--- src/rtl/pipeline_hazard_ctrl_pkg.sv ---
// Shared definitions for the pipeline hazard controller: stage indices,
// multi-cycle FSM encoding and parameter legality helpers.
package pipe_ctrl_pkg;

    localparam int STG_IF  = 0;
    localparam int STG_ID  = 1;
    localparam int STG_EX  = 2;
    localparam int STG_MEM = 3;

    localparam int MIN_STAGES     = 5;
    localparam int MIN_MC_TIMEOUT = 2;

    typedef enum logic {
        MC_IDLE = 1'b0,
        MC_BUSY = 1'b1
    } mc_state_t;

    function automatic bit stages_ok(input int n);
        return n >= MIN_STAGES;
    endfunction

    function automatic bit timeout_ok(input int t);
        return t >= MIN_MC_TIMEOUT;
    endfunction

endpackage

--- src/rtl/pipeline_hazard_ctrl_sat_counter.sv ---
// Width-parametrised saturating event counter with synchronous clear.
module sat_counter #(
    parameter int WIDTH = 32
) (
    input  logic             clk,
    input  logic             clr,
    input  logic             inc,
    output logic [WIDTH-1:0] cnt
);

    always_ff @(posedge clk) begin
        if (clr) begin
            cnt <= '0;
        end else if (inc && (cnt != {WIDTH{1'b1}})) begin
            cnt <= cnt + 1'b1;
        end
    end

endmodule

--- src/rtl/pipeline_hazard_ctrl.sv ---
// Generates PC enable plus per-interface enable/flush vectors for the core
// pipeline from load-use, redirect and multi-cycle (divider) hazards.
module pipeline_hazard_ctrl
    import pipe_ctrl_pkg::*;
#(
    parameter int NUM_STAGES = 5,
    parameter int REG_ADDR_W = 5,
    parameter int CNT_W      = 32,
    parameter int MC_TIMEOUT = 64
) (
    input  logic                  clk,
    input  logic                  sync_rst,
    input  logic [REG_ADDR_W-1:0] id_rs1,
    input  logic [REG_ADDR_W-1:0] id_rs2,
    input  logic                  id_rs1_read,
    input  logic                  id_rs2_read,
    input  logic [REG_ADDR_W-1:0] ex_rd,
    input  logic                  ex_mem_read,
    input  logic                  ex_redirect,
    input  logic                  ex_mc_start,
    input  logic                  mc_done,
    output logic                  pc_en,
    output logic [NUM_STAGES-2:0] stage_en,
    output logic [NUM_STAGES-2:0] stage_flush,
    output logic                  mc_busy,
    output logic                  mc_timeout_err,
    output logic [CNT_W-1:0]      stall_cnt,
    output logic [CNT_W-1:0]      flush_cnt
);

    localparam bit STAGES_OK  = stages_ok(NUM_STAGES);
    localparam bit TIMEOUT_OK = timeout_ok(MC_TIMEOUT);

    generate
        if (!STAGES_OK) begin : g_bad_stages
            $error("pipeline_hazard_ctrl: NUM_STAGES must be at least 5");
        end
        if (!TIMEOUT_OK) begin : g_bad_timeout
            $error("pipeline_hazard_ctrl: MC_TIMEOUT must be at least 2");
        end
    endgenerate

    localparam int              WD_W    = $clog2(MC_TIMEOUT);
    localparam logic [WD_W-1:0] WD_LAST = WD_W'(MC_TIMEOUT - 1);

    mc_state_t       mc_state;
    logic [WD_W-1:0] wdog_cnt;
    logic            mc_release;
    logic            lu;
    logic            mc_stall;
    logic            redirect_taken;
    logic            stall_inc;

    // Hazard detection and stage control (combinational, same-cycle decision)
    always_comb begin
        lu = ex_mem_read && (ex_rd != '0) &&
             ((id_rs1_read && (id_rs1 == ex_rd)) ||
              (id_rs2_read && (id_rs2 == ex_rd)));

        // After a watchdog abort the stuck op still shows ex_mc_start for one
        // cycle while it drains out of EX; mc_release keeps it from re-arming.
        mc_stall = ((mc_state == MC_IDLE) && ex_mc_start && !mc_done && !mc_release) ||
                   ((mc_state == MC_BUSY) && !mc_done);

        pc_en       = 1'b1;
        stage_en    = '1;
        stage_flush = '0;

        if (sync_rst) begin
            pc_en       = 1'b0;
            stage_flush = '1;
        end else if (mc_stall) begin
            pc_en               = 1'b0;
            stage_en[STG_IF]    = 1'b0;
            stage_en[STG_ID]    = 1'b0;
            stage_flush[STG_EX] = 1'b1;
        end else if (ex_redirect) begin
            stage_flush[STG_IF] = 1'b1;
            stage_flush[STG_ID] = 1'b1;
        end else if (lu) begin
            pc_en               = 1'b0;
            stage_en[STG_IF]    = 1'b0;
            stage_flush[STG_ID] = 1'b1;
        end

        redirect_taken = !sync_rst && !mc_stall && ex_redirect;
        stall_inc      = !sync_rst && !pc_en;
    end

    // Multi-cycle FSM with watchdog
    always_ff @(posedge clk) begin
        if (sync_rst) begin
            mc_state       <= MC_IDLE;
            wdog_cnt       <= '0;
            mc_timeout_err <= 1'b0;
            mc_release     <= 1'b0;
        end else begin
            mc_release <= 1'b0;
            case (mc_state)
                MC_IDLE: begin
                    wdog_cnt <= '0;
                    if (ex_mc_start && !mc_done && !mc_release) begin
                        mc_state <= MC_BUSY;
                    end
                end
                MC_BUSY: begin
                    if (mc_done) begin
                        mc_state <= MC_IDLE;
                        wdog_cnt <= '0;
                    end else if (wdog_cnt == WD_LAST) begin
                        mc_state       <= MC_IDLE;
                        wdog_cnt       <= '0;
                        mc_timeout_err <= 1'b1;
                        mc_release     <= 1'b1;
                    end else begin
                        wdog_cnt <= wdog_cnt + 1'b1;
                    end
                end
                default: begin
                    mc_state <= MC_IDLE;
                    wdog_cnt <= '0;
                end
            endcase
        end
    end

    assign mc_busy = (mc_state == MC_BUSY);

    sat_counter #(.WIDTH(CNT_W)) u_stall_cnt (
        .clk (clk),
        .clr (sync_rst),
        .inc (stall_inc),
        .cnt (stall_cnt)
    );

    sat_counter #(.WIDTH(CNT_W)) u_flush_cnt (
        .clk (clk),
        .clr (sync_rst),
        .inc (redirect_taken),
        .cnt (flush_cnt)
    );

endmodule

--- config.mk ---
export PLATFORM = sky130hd
export DESIGN_NAME = pipeline_hazard_ctrl
export DESIGN_NICKNAME = d
export VERILOG_FILES = /design/src/rtl/pipeline_hazard_ctrl_pkg.sv /design/src/rtl/pipeline_hazard_ctrl_sat_counter.sv /design/src/rtl/pipeline_hazard_ctrl.sv
export SDC_FILE = /design/constraint.sdc
export NUM_CORES = 1
export LEC_CHECK = 0
export CAP_MARGIN = 10
export CORE_MARGIN = 2
export CORE_UTILIZATION = 49
export DETAILED_ROUTE_END_ITERATION = 8
export PLACE_DENSITY = 0.91
export SYNTH_ARGS = -nofsm -noshare
export SYNTH_HDL_FRONTEND = slang
export SYNTH_SLANG_ARGS = --single-unit
--- constraint.sdc ---
create_clock -name clk -period 2.6 [get_ports clk]
set_clock_uncertainty 0.15 [all_clocks]
set_input_delay 0.26 -clock clk [delete_from_list [all_inputs] [get_ports clk]]
set_output_delay 0.26 -clock clk [all_outputs]
set_load 0.01 [all_outputs]
==> metrics.cfg, run 1 <==
[status]
outcome=finished clean

[critical_path]
path_cells=dlygate4sd2_1 > or4_4 > o211ai_1 > nand2_1 > nand2_1 > clkdlybuf4s50_1
crit_fanout=3
path_buf_inv=2
critPathArrivalTime_ns=2.08
worstRegToRegCells=7
critPathTopFamily=buffers and inverters
regToRegSetupSlack_ns=0.21
end_kind=output port
worstSetupPathType=input port to output port
cp.required_ns=2.19
max_stage_delay_ns=0.57
timing.rr.start=u_stall_cnt.cnt[0]
crit_slowest_cell=or4_4
r2r-end=u_stall_cnt.cnt[13]
startpoint_type=input port
worst_path_most_repeated_cell=nand2_1

[job]
drv_cap=0

[timing]
finalHoldViolCount=0
fin_crit_sh=0.9571
maxSlewHeadroom=0.6160
finalCriticalPeriod_ns=2.488
tightest_slew_ns=0.5712
rsz0062_at_grt=no
timing.fmax_ghz=0.4019
setup_viol=0
final_max_slew_viol_count=0

[logic_synthesis]
syn_avg_cell_area_um2=8.611
synthFlopType=dfxtp_1
yosysWarnings=0
yosysTopAreaCell=dfxtp_1
synth_edf_count=0
synth_cells=440
synth_area_mm2=0.003789
synth_top_area_frac=0.3857
async_reset_ff_frac=0
synthTopCellsByArea=dfxtp_1 39%, xnor2_1 6.0%, nor2_1 4.9%
yosysUniqueCellTypes=54
synth-seq-cells=73
yosysSeqAreaShare=0.3857

[drt]
via_count=3697
drt_first_pass_iters=4
wl_per_cell_um=14.69
routed_wl_um=9738
ant_nets=0
vias_per_cell=5.576
dr.first_iter.drc_count=200
drc=0

[cells_and_area]
fin_area_mm2=0.005157
mostFrequentLayoutCell=clkdlybuf4s50_1
diodes=0
layoutNonFillerInstCount=663
syn_to_final_growth_pct=36.13
final_cell_mix=89 x clkdlybuf4s50_1, 73 x dfxtp_1, 49 x nor2_1
layout.nets=582
drive_gt1_frac=0.1052

[cts]
clock_latency_ns=0.35
cts_buffers=9
clk_pin_slew_ns=0.08
hold_buffers=0
numClockSinks=73
root_buffer=clkbuf_8
htree_num_levels=3
cts_tree=built
clk_path_buf_depth=2

[global_route]
grt_pass1_vias=3539
grt_max_degree=35
track_usage=0.2342
grt_first_pass_wirelength_um=16100
grt_remaining_overflow=0
antenna_found_initial=0

[placed_design]
dp_cells=645
portBuffers=95
place.gp.congestion=0.8783
dp_hpwl_um=7369
dpl-instance-area_mm2=0.004951

[worst_hold_path]
hold_end=u_flush_cnt.cnt[8]
worstHoldPathType=input port to flip-flop
whs_path_depth=2
min_from=sync_rst

[die]
die_w_um=91.93
floorplan.initialDensity=0.4980
num_rows=32
dieArea_mm2=0.008451
boundaryPins=98
coreArea_mm2=0.007607
die_y_um=91.93

[power]
vdd_ir_drop_max_uv=324.1
p_leak_nw=1.792
p_per_area_mw_per_mm2=408.1

==> worst max path at each step <==
stage	end	slack [ns]	cells past startpoint	start
2_1_floorplan	u_stall_cnt.cnt[31]	0.41	7	u_stall_cnt.cnt[0]
3_3_place_gp	stage_en[0]	-0.07	6	ex_rd[1]
3_5_place_dp	u_stall_cnt.cnt[13]	-0.16	7	ex_rd[2]
4_1_cts	stage_flush[1]	0.05	7	id_rs1[4]
5_1_grt	stage_en[0]	0.02	8	id_rs1[4]
6_report	stage_en[0]	0.11	6	ex_rd[1]
==> cells in the mapped netlist, types with 2 or more instances <==
cell and number:
and4_1 5, and3_1 10, nor4_1 4, nor2b_1 4, clkbuf_1 6, xnor2_1 26, nor2_1 49, or3_1 18
nor3_1 7, nor4_2 4, o21ai_0 12, or2_1 3, inv_1 13, a21oi_1 23, o211ai_1 3, nand4_4 2
o21a_1 4, buf_1 2, o21ai_1 7, buf_4 4, nor4b_1 2, nand4_2 2, nand3_1 29, dfxtp_1 73
nand2_1 37, o31ai_1 6, nand3_2 2, ha_1 3, and2_1 8, or4_1 7, nor4_4 2, nand4_1 18
mux2_1 2, xor2_1 18, mux2i_1 6
==> power by group <==
| part | switching, W | internal (W) | leakage [nW] |
|---|---|---|---|
| clock network | 0.000427 | 0.000369 | 0.0891 |
| registers | 0.00000613 | 0.00112 | 0.588 |
| logic | 0.0000922 | 0.0000887 | 1.11 |
| total | 0.000525 | 0.00158 | 1.79 |
==> cell type report <==
class | instances | area (um2)
inverter | 13 | 48.80
timing repair buffer | 117 | 1109
fill | 609 | 2450
multi-input combinational | 342 | 2238
clock inverter | 5 | 31.28
sequential | 73 | 1461
clock buffer | 11 | 141.4
tap | 102 | 127.6
==> per-layer routing <==
metal,part of all wire,GRT usage,wire length (um),up-vias
met5,0,0,0,-
met4,0.021,0.1032,207,0
li1,-,-,-,1803
met1,0.41,0.2785,4018,1767
met3,0.051,0.04930,494,18
met2,0.52,0.4063,5018,109
==> sequential cells by signal, indices dropped and copies added, names as in the netlist <==
signal,cells
mc_timeout_err,1
mc_release,1
mc_busy,1
u_stall_cnt.cnt,32
wdog_cnt,6
u_flush_cnt.cnt,32
==> cells by family (layout without fill, tap and decap cells) <==
family                     Yosys count  count (layout)  share of synthesized area
DFF                                 73              73                     0.3857
muxes                                9               9                    0.02477
adders and majority gates            3               3                   0.009909
buffers and inverters               26             146                    0.03005
xor gates and xnor gates            44              44                     0.1017
AOI/OAI and AO/OA                   66              66                     0.1169
and+or+nand+nor                    218             218                     0.3299
other                                1               2                  0.0009898
==> timing repair <==
| action | 4_1_cts | 5_1_grt |
|---|---|---|
| resized for setup | 6 | 3 |
| setup endpoints to repair | 3 | 7 |
| buffers inserted | 2 | 0 |
| pin swaps | 2 | 0 |
==> stage by stage <==
step	power [W]	worst slack (ns)	hold WS [ns]	TNS, ns	util
after floorplan	0.001241	0.4115	0.2676	0	-
after global placement	0.001325	-0.07265	0.2781	-0.1576	0.6508
after detailed placement	0.001331	-0.1615	0.2960	-2.156	0.6508
after CTS	0.002111	0.05081	0.08260	0	0.6762
after global routing	0.002181	0.01550	0.1133	0	0.6780
final	0.002105	0.1116	0.09525	0	0.6780
No activity file was read; power rests on OpenSTA's default activity.
==> run 2, diff against run 1 <==
--- a/config.mk
+++ b/config.mk
@@ -7,9 +7,10 @@
 export LEC_CHECK = 0
 export CAP_MARGIN = 10
 export CORE_MARGIN = 2
-export CORE_UTILIZATION = 49
+export CORE_UTILIZATION = 50
 export DETAILED_ROUTE_END_ITERATION = 8
-export PLACE_DENSITY = 0.91
+export PLACE_DENSITY = 0.92
 export SYNTH_ARGS = -nofsm -noshare
 export SYNTH_HDL_FRONTEND = slang
+export SYNTH_HIERARCHICAL = 1
 export SYNTH_SLANG_ARGS = --single-unit
==> metrics.cfg, run 2 <==
[logic_synthesis]
synthTopCellsByArea=dfxtp_1 37%, a21oi_1 5.6%, or4_1 4.8%
syn_avg_cell_area_um2=8.452  ; -1.8%
synth_top_area_frac=0.3742  ; -0.01149
synth_cells=462  ; +5.0%
synth_edf_count=0  ; unchanged
yosysTopAreaCell=dfxtp_1
synth_area_mm2=0.003905  ; +3.1%
yosysWarnings=6  ; +6
synthFlopType=dfxtp_1
yosysSeqAreaShare=0.3742  ; -0.01149
yosysUniqueCellTypes=50  ; -7.4%
synth_top_cells_by_count=73 x dfxtp_1, 44 x a21oi_1, 36 x nor2_1, 29 x nand3_1, 25 x or4_1
yosysMostFrequentCell=dfxtp_1
synth-seq-cells=73  ; unchanged
async_reset_ff_frac=0  ; unchanged

[timing]
fin_ws_ns=-0.03046  ; -0.1421 ns
fin_crit_sh=1.012  ; +0.05465
maxSlewHeadroom=0.5101  ; -0.1059
finalCriticalPeriod_ns=2.630  ; +0.1421 ns
tightest_slew_ns=0.7348  ; +0.1636 ns
fin_setup_tns_ns=-0.03046  ; -0.03046 ns
timing.fmax_ghz=0.3802  ; -5.4%
finalHoldViolCount=0  ; unchanged
final_max_slew_viol_count=0  ; unchanged
setup_viol=1  ; +1
whs_ns=0.2711  ; +0.1759 ns
rsz0062_at_grt=yes

[global_route]
grt_max_degree=72  ; +110%
track_usage=0.2754  ; +0.04119
grt_remaining_overflow=0  ; unchanged
grt_first_pass_wirelength_um=19190  ; +19%
grt_pass1_vias=4249  ; +20%
antenna_found_initial=1  ; +1

[drt]
drt_first_pass_iters=5  ; +1
drc=0  ; unchanged
via_count=4407  ; +19%
vias_per_cell=6.242  ; +12%
dr.first_iter.drc_count=353  ; +77%
routed_wl_um=12070  ; +24%
wl_per_cell_um=17.09  ; +16%
ant_nets=0  ; unchanged

[power]
vdd_ir_drop_max_uv=296.5  ; -8.5%
pwr-share-comb=0.071  ; -0.015
p_int_w=0.001660  ; +5.1%
p_leak_nw=1.864  ; +4.0%
p_clk_frac=0.409  ; +0.031
swShare=0.2344  ; -0.01503
power_frac_seq=0.520  ; -0.016
switchingPower_w=0.0005084  ; -3.2%
p_per_area_mw_per_mm2=389.7  ; -4.5%

[cts]
htree_num_levels=3  ; unchanged
cts_tree=built
clock_latency_ns=0.35  ; about the same
cts_buffers=9  ; unchanged
hold_buffers=0  ; unchanged
root_buffer=clkbuf_8
clk_pin_slew_ns=0.07  ; about the same
clk_path_buf_depth=2  ; unchanged
numClockSinks=73  ; unchanged

[die]
num_rows=32  ; unchanged
coreArea_mm2=0.007647  ; +0.53%
die_w_um=92.38  ; +0.48%
boundaryPins=98  ; unchanged
floorplan.initialDensity=0.5106  ; +0.01261
dieArea_mm2=0.008533  ; +0.97%
die_y_um=92.38  ; +0.48%

[status]
outcome=finished, violations left
violations=setup timing

[critical_path]
critPathTopFamily=simple AND/OR/NAND/NOR gates
critPathArrivalTime_ns=2.75  ; +0.67 ns
path_cells=buf_8 > xor2_2 > nor4_2 > a32oi_2 > o41ai_4 > nand4_1 > nor4_4 > buf_4 > nand4_1 > or4_1 > a21oi_1
max_stage_delay_ns=0.52  ; -0.05 ns
crit_fanout=3  ; unchanged
path_buf_inv=2  ; unchanged
worst_path_most_repeated_cell=nand4_1
cp.required_ns=2.72  ; +0.53 ns
end_kind=flip-flop
startpoint_type=input port
crit_slowest_cell=or4_1
worstSetupPathType=input port to flip-flop

[placed_design]
dp_hpwl_um=8252  ; +12%
place.gp.congestion=0.8397  ; -4.4%
post-place-ws_ns=-0.8673  ; -0.7058 ns
dp_cells=682  ; +5.7%
portBuffers=95  ; unchanged

[cells_and_area]
multi_input_area_mm2=0.002441  ; +9.1%
layout.nets=625  ; +7.4%
mostFrequentLayoutCell=clkdlybuf4s50_1
seq_area_mm2=0.001461  ; unchanged
syn_to_final_growth_pct=42.49
drive_gt1_frac=0.1940  ; +0.08886
final_cell_mix=76 x clkdlybuf4s50_1, 73 x dfxtp_1, 55 x buf_4
top_regs=u_flush_cnt/cnt: 32 flops, u_stall_cnt/cnt: 32 flops, wdog_cnt: 6 flops
layoutNonFillerInstCount=706  ; +6.5%
nFillCells=575  ; -5.6%

[worst_hold_path]
worstHoldPathType=input port to flip-flop

[job]
drv_cap=0  ; unchanged

run 2: layer usage:
metal	vias to the layer above	track usage	wire, um
met2	217	0.4927	6335
met1	2119	0.3141	4713
met5	-	0	0
li1	2034	-	-
met4	0	0.1331	306
met3	37	0.05126	712
run 2: tightest hold or removal path, stage by stage:
cell and delay, ns:
buf_2 0.15, inv_1 0.08, buf_4 0.14, a21o_1 0.11
run 2: worst paths after layout:
check / start / endpoint / slack (ns) / depth (start not counted)
hold / removal: sync_rst / mc_timeout_err / 0.27 / 4
setup / recovery: ex_rd[2] / u_stall_cnt/cnt[29] / -0.03 / 11
hold reg to reg: wdog_cnt[0] / wdog_cnt[0] / 0.30 / 1
setup reg to reg: u_stall_cnt/cnt[21] / u_stall_cnt/cnt[30] / 0.11 / 5
run 2: layout make-up:
type / instances / share of cell area
timing repair buffer: 150 / 0.2363
tap: 102 / 0.02294
antenna: 1 / 0.0004497
clock inverter: 5 / 0.01012
clock buffer: 10 / 0.02474
multi-input combinational: 359 / 0.4387
inverter: 6 / 0.004048
sequential: 73 / 0.2626
run 2: cell families after synthesis:
family | after synthesis | share of synthesized area
AO/OA/AOI/OAI | 108 | 0.1830
flip-flops | 73 | 0.3742
adder cells (fa/ha/maj) | 3 | 0.009613
XOR/XNOR | 28 | 0.06280
AND/OR/NAND/NOR | 212 | 0.3182
other | 1 | 0.0009603
multiplexers | 6 | 0.01666
buffers and inverters | 31 | 0.03460
run 2: through the flow:
| stage | cell area, um2 | power, W | util |
|---|---|---|---|
| floorplan | 3958 | 0.001222 | - |
| global placement | 5284 | 0.001304 | 0.6909 |
| detailed placement | 5284 | 0.001310 | 0.6909 |
| CTS | 5490 | 0.002179 | 0.7179 |
| global route | 5564 | 0.002230 | 0.7276 |
| finish | 5564 | 0.002168 | 0.7276 |
run 2: power groups by stage:
stage / logic, W / registers, W / clock network (W)
6_report: 0.000154 / 0.00113 / 0.000887
2_1_floorplan: 0.0000676 / 0.00115 / 0
4_1_cts: 0.000151 / 0.00113 / 0.000901
3_5_place_dp: 0.000157 / 0.00115 / 0
3_3_place_gp: 0.000151 / 0.00115 / 0
5_1_grt: 0.000165 / 0.00113 / 0.000937
run 2: repair_timing:
action	in CTS	in global routing
gates resized for setup	54	13
buffers inserted	6	2
pin swaps	15	7
hold endpoints to repair	0	0
endpoints found under the setup margin	30	19
